<file path="config.mk">
export PLATFORM = sky130hd
export DESIGN_NAME = pipelined_adder
export DESIGN_NICKNAME = d
export VERILOG_FILES = /design/src/rtl/pipelined_adder.sv
export SDC_FILE = /design/constraint.sdc
export NUM_CORES = 1
export LEC_CHECK = 0
export CAP_MARGIN = 0
export CORE_MARGIN = 1
export CORE_UTILIZATION = 45
export DETAILED_ROUTE_END_ITERATION = 8
export PLACE_DENSITY_LB_ADDON = 0.2
export SYNTH_ARGS = -nofsm -noshare
export SYNTH_HDL_FRONTEND = slang
export SYNTH_SLANG_ARGS = --single-unit
</file>
<file path="constraint.sdc">
create_clock -name clk -period 3.4 [get_ports clk]
set_input_delay 1.02 -clock clk [delete_from_list [all_inputs] [get_ports clk]]
set_output_delay 1.02 -clock clk [all_outputs]
set_load 0.01 [all_outputs]
</file>
<file path="src/rtl/pipelined_adder.sv">
// pipelined_adder
//   WIDTH-bit add/subtract split into STAGE_W-bit ripple slices. There is one
//   register stage per slice, so the latency is STAGES = WIDTH/STAGE_W cycles.
//   The design accepts one beat per cycle when it is not stalled.
//   WIDTH must be a multiple of STAGE_W.
//
// Ports
//   clk        clock, rising edge
//   rst        asynchronous reset, active high
//   in_valid   operand beat present
//   in_ready   beat accepted this cycle (global pipeline enable)
//   a, b       operands
//   cin        carry in (ignored when sub=1)
//   sub        0: a+b+cin, 1: a-b
//   out_valid  result beat present
//   out_ready  downstream accepts result
//   sum        result, modulo 2^WIDTH
//   cout       carry out of MSB (for sub: 1 = no borrow)
//   ovf        signed two's-complement overflow
module pipelined_adder #(
  parameter int WIDTH   = 16,
  parameter int STAGE_W = 4
) (
  input  logic             clk,
  input  logic             rst,
  input  logic             in_valid,
  output logic             in_ready,
  input  logic [WIDTH-1:0] a,
  input  logic [WIDTH-1:0] b,
  input  logic             cin,
  input  logic             sub,
  output logic             out_valid,
  input  logic             out_ready,
  output logic [WIDTH-1:0] sum,
  output logic             cout,
  output logic             ovf
);

  localparam int STAGES = WIDTH / STAGE_W;

  // A single enable freezes the whole pipe when the output is held.
  // This keeps the control path trivial, and no beat can be dropped or
  // duplicated.
  logic en;
  assign en       = !out_valid || out_ready;
  assign in_ready = en;

  for (genvar k = 0; k < STAGES; k++) begin : g_stage
    localparam int LO  = k * STAGE_W;     // result bits resolved before this stage
    localparam int REM = WIDTH - LO;      // operand bits still to be consumed
    localparam int HI  = LO + STAGE_W;    // result bits resolved after this stage

    logic [REM-1:0]     a_in;
    logic [REM-1:0]     b_in;
    logic               c_in;
    logic               v_in;
    logic [STAGE_W:0]   slice;
    logic [HI-1:0]      res_d;
    logic [HI-1:0]      res_q;
    logic               carry_q;
    logic               valid_q;

    if (k == 0) begin : g_src
      // b is inverted once at entry. The upper slices therefore already
      // hold the effective operand, so the sub bit does not travel down the pipe.
      assign a_in  = a;
      assign b_in  = b ^ {WIDTH{sub}};
      assign c_in  = sub | cin;
      assign v_in  = in_valid;
      assign res_d = slice[STAGE_W-1:0];
    end else begin : g_src
      assign a_in  = g_stage[k-1].g_ops.a_q;
      assign b_in  = g_stage[k-1].g_ops.b_q;
      assign c_in  = g_stage[k-1].carry_q;
      assign v_in  = g_stage[k-1].valid_q;
      assign res_d = {slice[STAGE_W-1:0], g_stage[k-1].res_q};
    end

    assign slice = {1'b0, a_in[STAGE_W-1:0]} + {1'b0, b_in[STAGE_W-1:0]}
                 + {{STAGE_W{1'b0}}, c_in};

    always_ff @(posedge clk or posedge rst) begin
      if (rst) begin
        valid_q <= 1'b0;
      end else if (en) begin
        valid_q <= v_in;
      end
    end

    if (k < STAGES - 1) begin : g_ops
      // The operand slices that are not yet used are shifted down, so the
      // next stage always works on the low STAGE_W bits.
      logic [REM-STAGE_W-1:0] a_q;
      logic [REM-STAGE_W-1:0] b_q;

      always_ff @(posedge clk or posedge rst) begin
        if (rst) begin
          a_q     <= '0;
          b_q     <= '0;
          res_q   <= '0;
          carry_q <= 1'b0;
        end else if (en) begin
          a_q     <= a_in[REM-1:STAGE_W];
          b_q     <= b_in[REM-1:STAGE_W];
          res_q   <= res_d;
          carry_q <= slice[STAGE_W];
        end
      end
    end else begin : g_last
      // The output registers load only on a real beat. Bubbles advance the
      // valid bit, but sum/cout/ovf keep the last result.
      logic ovf_d;
      logic ovf_q;

      assign ovf_d = (a_in[STAGE_W-1] == b_in[STAGE_W-1])
                  && (slice[STAGE_W-1] != a_in[STAGE_W-1]);

      always_ff @(posedge clk or posedge rst) begin
        if (rst) begin
          res_q   <= '0;
          carry_q <= 1'b0;
          ovf_q   <= 1'b0;
        end else if (en && v_in) begin
          res_q   <= res_d;
          carry_q <= slice[STAGE_W];
          ovf_q   <= ovf_d;
        end
      end

      assign sum       = res_q;
      assign cout      = carry_q;
      assign ovf       = ovf_q;
      assign out_valid = valid_q;
    end
  end

endmodule

</file>
# Word level (Yosys, flattened, before mapping)
# Cells that the tools add are included.
# classes
multipliers	0
n_addsub	8
n_eq_ne	2
magnitude_cmp	0
bitwise_logic	2
reduce_logical	4
muxes	0
shift	0
div_mod_pow	0
# ops
operator	count
adder 4 x 4 -> 5 bit	4
adder 5 x 1 -> 5 bit	4
bitwise XOR 16 bit	1
logical AND 1 bit	2
equality test 1 bit	1
zero test 1 bit	1
logical OR 1 bit	1
!= test 1 bit	1
OR 1 bit	1
# totals
latchBits	0
register_bits	97
input_bits	38
romBits	0
ramBits	0
mem_count	0
out_inout_bits	20

# Depth between registers and ports, before layout
# depth
word_depth	4
mapped_depth	8
depth_no_buf	6

# Least setup slack after synthesis
# No wires, ideal clock.
# synth_timing
path_type	input port to flip-flop
start	input port sub
end	register g_stage[0].carry_q
setup_time_ns	0.128
n_path_buf	2
arrival_ns	2.848
cell_stages	8
setup_slack_ns	0.424
cell_sequence	buf_2 -> buf_4 -> or2_2 -> fa_1 -> fa_1 -> a21o_1 -> a21oi_1 -> a21oi_1
# synth_via
elab_chain_len	3
elab_cells_between_ends	4
classes_between	add/sub: 2; bitwise: 2
# synth_rtl
item	line_no	text
start: declaration	31	input logic sub,
bitwise XOR 16 bit	67	assign b_in = b ^ {WIDTH{sub}};
adder 4 x 4 -> 5 bit	79	assign slice = {1'b0, a_in[STAGE_W-1:0]} + {1'b0, b_in[STAGE_W-1:0]}
adder 5 x 1 -> 5 bit *	80	+ {{STAGE_W{1'b0}}, c_in};
end signal: assignment	106	carry_q <= slice[STAGE_W];
end: declaration	60	logic carry_q;
# Mark *: on every way between the ends. The rest lies on a longest branch, timed or not.
# A chain may end at the register's enable or synchronous reset.

# Worst setup path after layout
# layout_timing
start	input port out_ready
end	output port in_ready
# layout_via
elab_chain_len	1
# layout_rtl
item	line_no	text
start: declaration	33	input logic out_ready,
logical OR 1 bit	45	assign en = !out_valid || out_ready;
end: declaration	27	output logic in_ready,
# No other way between the ends.

==> key figures <==
Outcome
  – Outcome: completed

Synth
  – Area share of the largest cell type after synthesis: 55.86%
  – Mapped cell area: 4345 um^2
  – YS warnings: 0
  – Cell variety after synth: 29
  – Cells taking the most area after synthesis: dfrtp_1 (56%), nand2_1 (15%), fa_1 (3.7%)
  – Synth Instances: 433
  – Synth Register Bits: 97
  – Cell taking the most area after synthesis: dfrtp_1
  – Post-synthesis sequential area ratio: between 50% and 60%
  – Syn Area/Cell: ~10 um^2
  – Post-Syn Nets: 491

Die
  – Area of the core: about 9300 um^2
  – Die X: 100.3 um
  – Die height: about 100 um
  – Initial Util: 46.81%
  – FP Rows: 35
  – Top Ports: 58
  – Die ar.: 10050 um^2

Place
  – Placer Congestion: 0.7579
  – Place WS: 0.1620 ns
  – Buffers on Ports: 57
  – DPL Wire Length: between 4 and 5 mm
  – Placed cell count: 603

Drt
  – Drc violations: 0
  – Routed wire length: roughly 7.4 mm
  – ANT nets after route: 0
  – Pre-antenna DRT Iters: 4
  – Number of DRC markers in iteration 0: 149
  – Avg Vias per Cell: 4.693
  – Via count: 2905
  – Avg WL per Cell: 11.92 um

Clock network
  – Root buf cell: clkbuf_8
  – CTS Buffer Depth: 2
  – Cts hold-fix bufs: 0
  – # clock sinks: 97
  – Clk_lat worst skew: 0.36 ns
  – CTS H-tree depth: 3
  – Resized Gates After CTS: 0
  – Clock Pin Slew Worst Setup and Hold Paths: 0.09 ns
  – TritonCTS Buffers: 9
  – Setup Buffers After CTS: 0
  – CTS tree: yes

Setup path
  – R2R setup slack: 1.45 ns
  – Worst setup path start: out_ready
  – Crit end category: output pin
  – Worst Path Required: about 2.4 ns
  – WS Path Type: in2out
  – Critical R2R Launch: out_valid
  – Worst-path fanout max: 2
  – Reg2Reg Depth: 5
  – Critical path arrival: between 2 and 2.5 ns
  – Startpoint types: input port

Final layout
  – Layout area overhead: 19.84%
  – Diode count: 0
  – Final #Nets: 543
  – Fillers: 879
  – Layout cell share with drive strength beyond 1: 8.163%
  – Post-route non-filler standard cell count: around 620

Global route
  – Initial antenna violation count: 0
  – First-pass GRT wire length: approximately 13 mm
  – Tot GR Track Use: between 10% and 20%
  – Vias in the first global route: 2836
  – Global route overflow: 0
  – Largest net degree at the start of global routing: a little under 100

Power
  – Power Total: between 4 and 5 mW
  – Worst vdd rail ir drop: 0.2804 mV
  – Leak: roughly 2.5 nW
  – Clk pwr share: 17.0%
  – Sw Pwr: 1.527 mW
  – Int Power: 2.836 mW
  – Power per Cell Area: 837.8 nW/um^2
  – Comb pwr share: a little under two fifths
  – Seq pwr share: 44.6%
  – Sw Ratio: 34.99%

Timing
  – Count of pins over their slew limit: 0
  – Tcrit/Tclk final: 94.95%
  – Achievable Freq: 309.8 MHz
  – Setup TNS: 0 ns
  – Final Critical Period: 3.228 ns
  – Final hold violation count: 0
  – Final setup margin: 0.1717 ns
  – Final setup fails: 0
  – RSZ-0062 raised after global routing: false
  – Slew HR: 43.07%
  – Setup Skew: roughly 0.007 ns
  – Slew @ Worst Pin: 0.8540 ns

Worst hold path
  – Hold Crit Start: g_stage[1].res_q[3]
  – Hold path cells: 2
  – Hold WC Path Type: reg2reg

Flow run
  – Max Cap Viol: 0
worst max-delay path: stages:
cell and delay, ns:
clkdlybuf4s50_1 0.44, nor2b_4 0.18, clkinv_4 0.08, clkdlybuf4s50_1 0.48
power by group through the flow:
stage,Combinational [mW],Clock (mW),Sequential [mW]
final,1.67,0.743,1.95
after global routing,1.90,0.809,2.03
after CTS,1.70,0.763,1.96
after detailed placement,1.69,0,1.98
after global placement,1.63,0,1.97
after floorplan,1.17,0,1.96
cell usage in the layout, fill, tap and decap left out, types with 10 or more instances in the layout:
cell type / instances
inv_1: 10
a21oi_1: 11
mux2_2: 14
dfrtp_1: 97
ha_1: 12
xnor2_1: 15
clkbuf_8: 10
clkdlybuf4s50_1: 57
o21ai_0: 25
nand2_1: 178
layer usage:
metal  global-route usage [%]  wire length (um)  vias to the layer above
met3                    2.855               229                       10
met1                    22.98              3782                     1349
li1                         -                 -                     1500
met5                        0                 0                        -
met4                    7.692               124                        0
met2                    25.66              3243                       46
worst paths after layout:
check | to
worst max register to register | ovf
min in group asynchronous | sum[8]
worst max-delay path | in_ready
worst min register to register | g_stage[2].res_q[3]
worst min-delay path | g_stage[2].res_q[3]
max in group asynchronous | g_stage[0].g_ops.b_q[9]
metrics by stage:
stage          util (%)  hold WS (ns)  area (um^2)
2_1_floorplan         -        0.4348         4349
3_3_place_gp      53.98        0.4461         5011
3_5_place_dp      53.98        0.4555         5011
4_1_cts           56.09        0.4710         5207
5_1_grt           56.09        0.4915         5207
6_report          56.09        0.4689         5207
synth_stat cells:
library cell	count
clkbuf_1	5
o2111ai_1	3
or2_2	1
dfrtp_1	97
inv_1	11
nor2b_1	4
a21o_1	5
o31ai_1	1
buf_6	3
nand3_1	4
o41ai_2	1
o21ai_0	25
mux2_2	14
clkinv_4	1
fa_1	8
a211oi_1	2
a21boi_0	2
or4_1	3
xnor2_1	15
nand2_1	178
mux2i_1	3
nor2b_4	1
ha_1	12
a21oi_1	11
buf_4	1
xor2_1	4
nor2_1	5
buf_2	12
nand2_4	1
area by class of cell:
class | instances | area [um^2] | share of cell area [%]
Sequential cell | 97 | 2427 | 46.61
Multi-Input combinational cell | 303 | 1748 | 33.57
Timing Repair Buffer | 62 | 620.6 | 11.92
Tap cell | 129 | 161.4 | 3.099
Clock buffer | 11 | 141.4 | 2.715
Clock inverter | 5 | 55.05 | 1.057
Inverter | 12 | 53.80 | 1.033
state kept, by name, indices dropped and copies added, names as in the netlist:
signal             count
out_valid              1
sum                   16
g_stage.g_ops.b_q     24
g_stage.g_ops.a_q     24
g_stage.valid_q        3
ovf                    1
g_stage.res_q         24
g_stage.carry_q        3
cout                   1
cell families (layout without fill, tap and decap cells):
kind of cell | Yosys count | count (layout) | share of synthesized area [%]
fa+ha+maj | 20 | 20 | 7.141
buf+inv | 33 | 90 | 3.916
compound gates | 50 | 50 | 6.853
mux | 17 | 17 | 4.319
flops | 97 | 97 | 55.86
xor+xnor | 19 | 19 | 3.830
simple gates | 197 | 197 | 18.08
(Power assumes the default switching activity.)
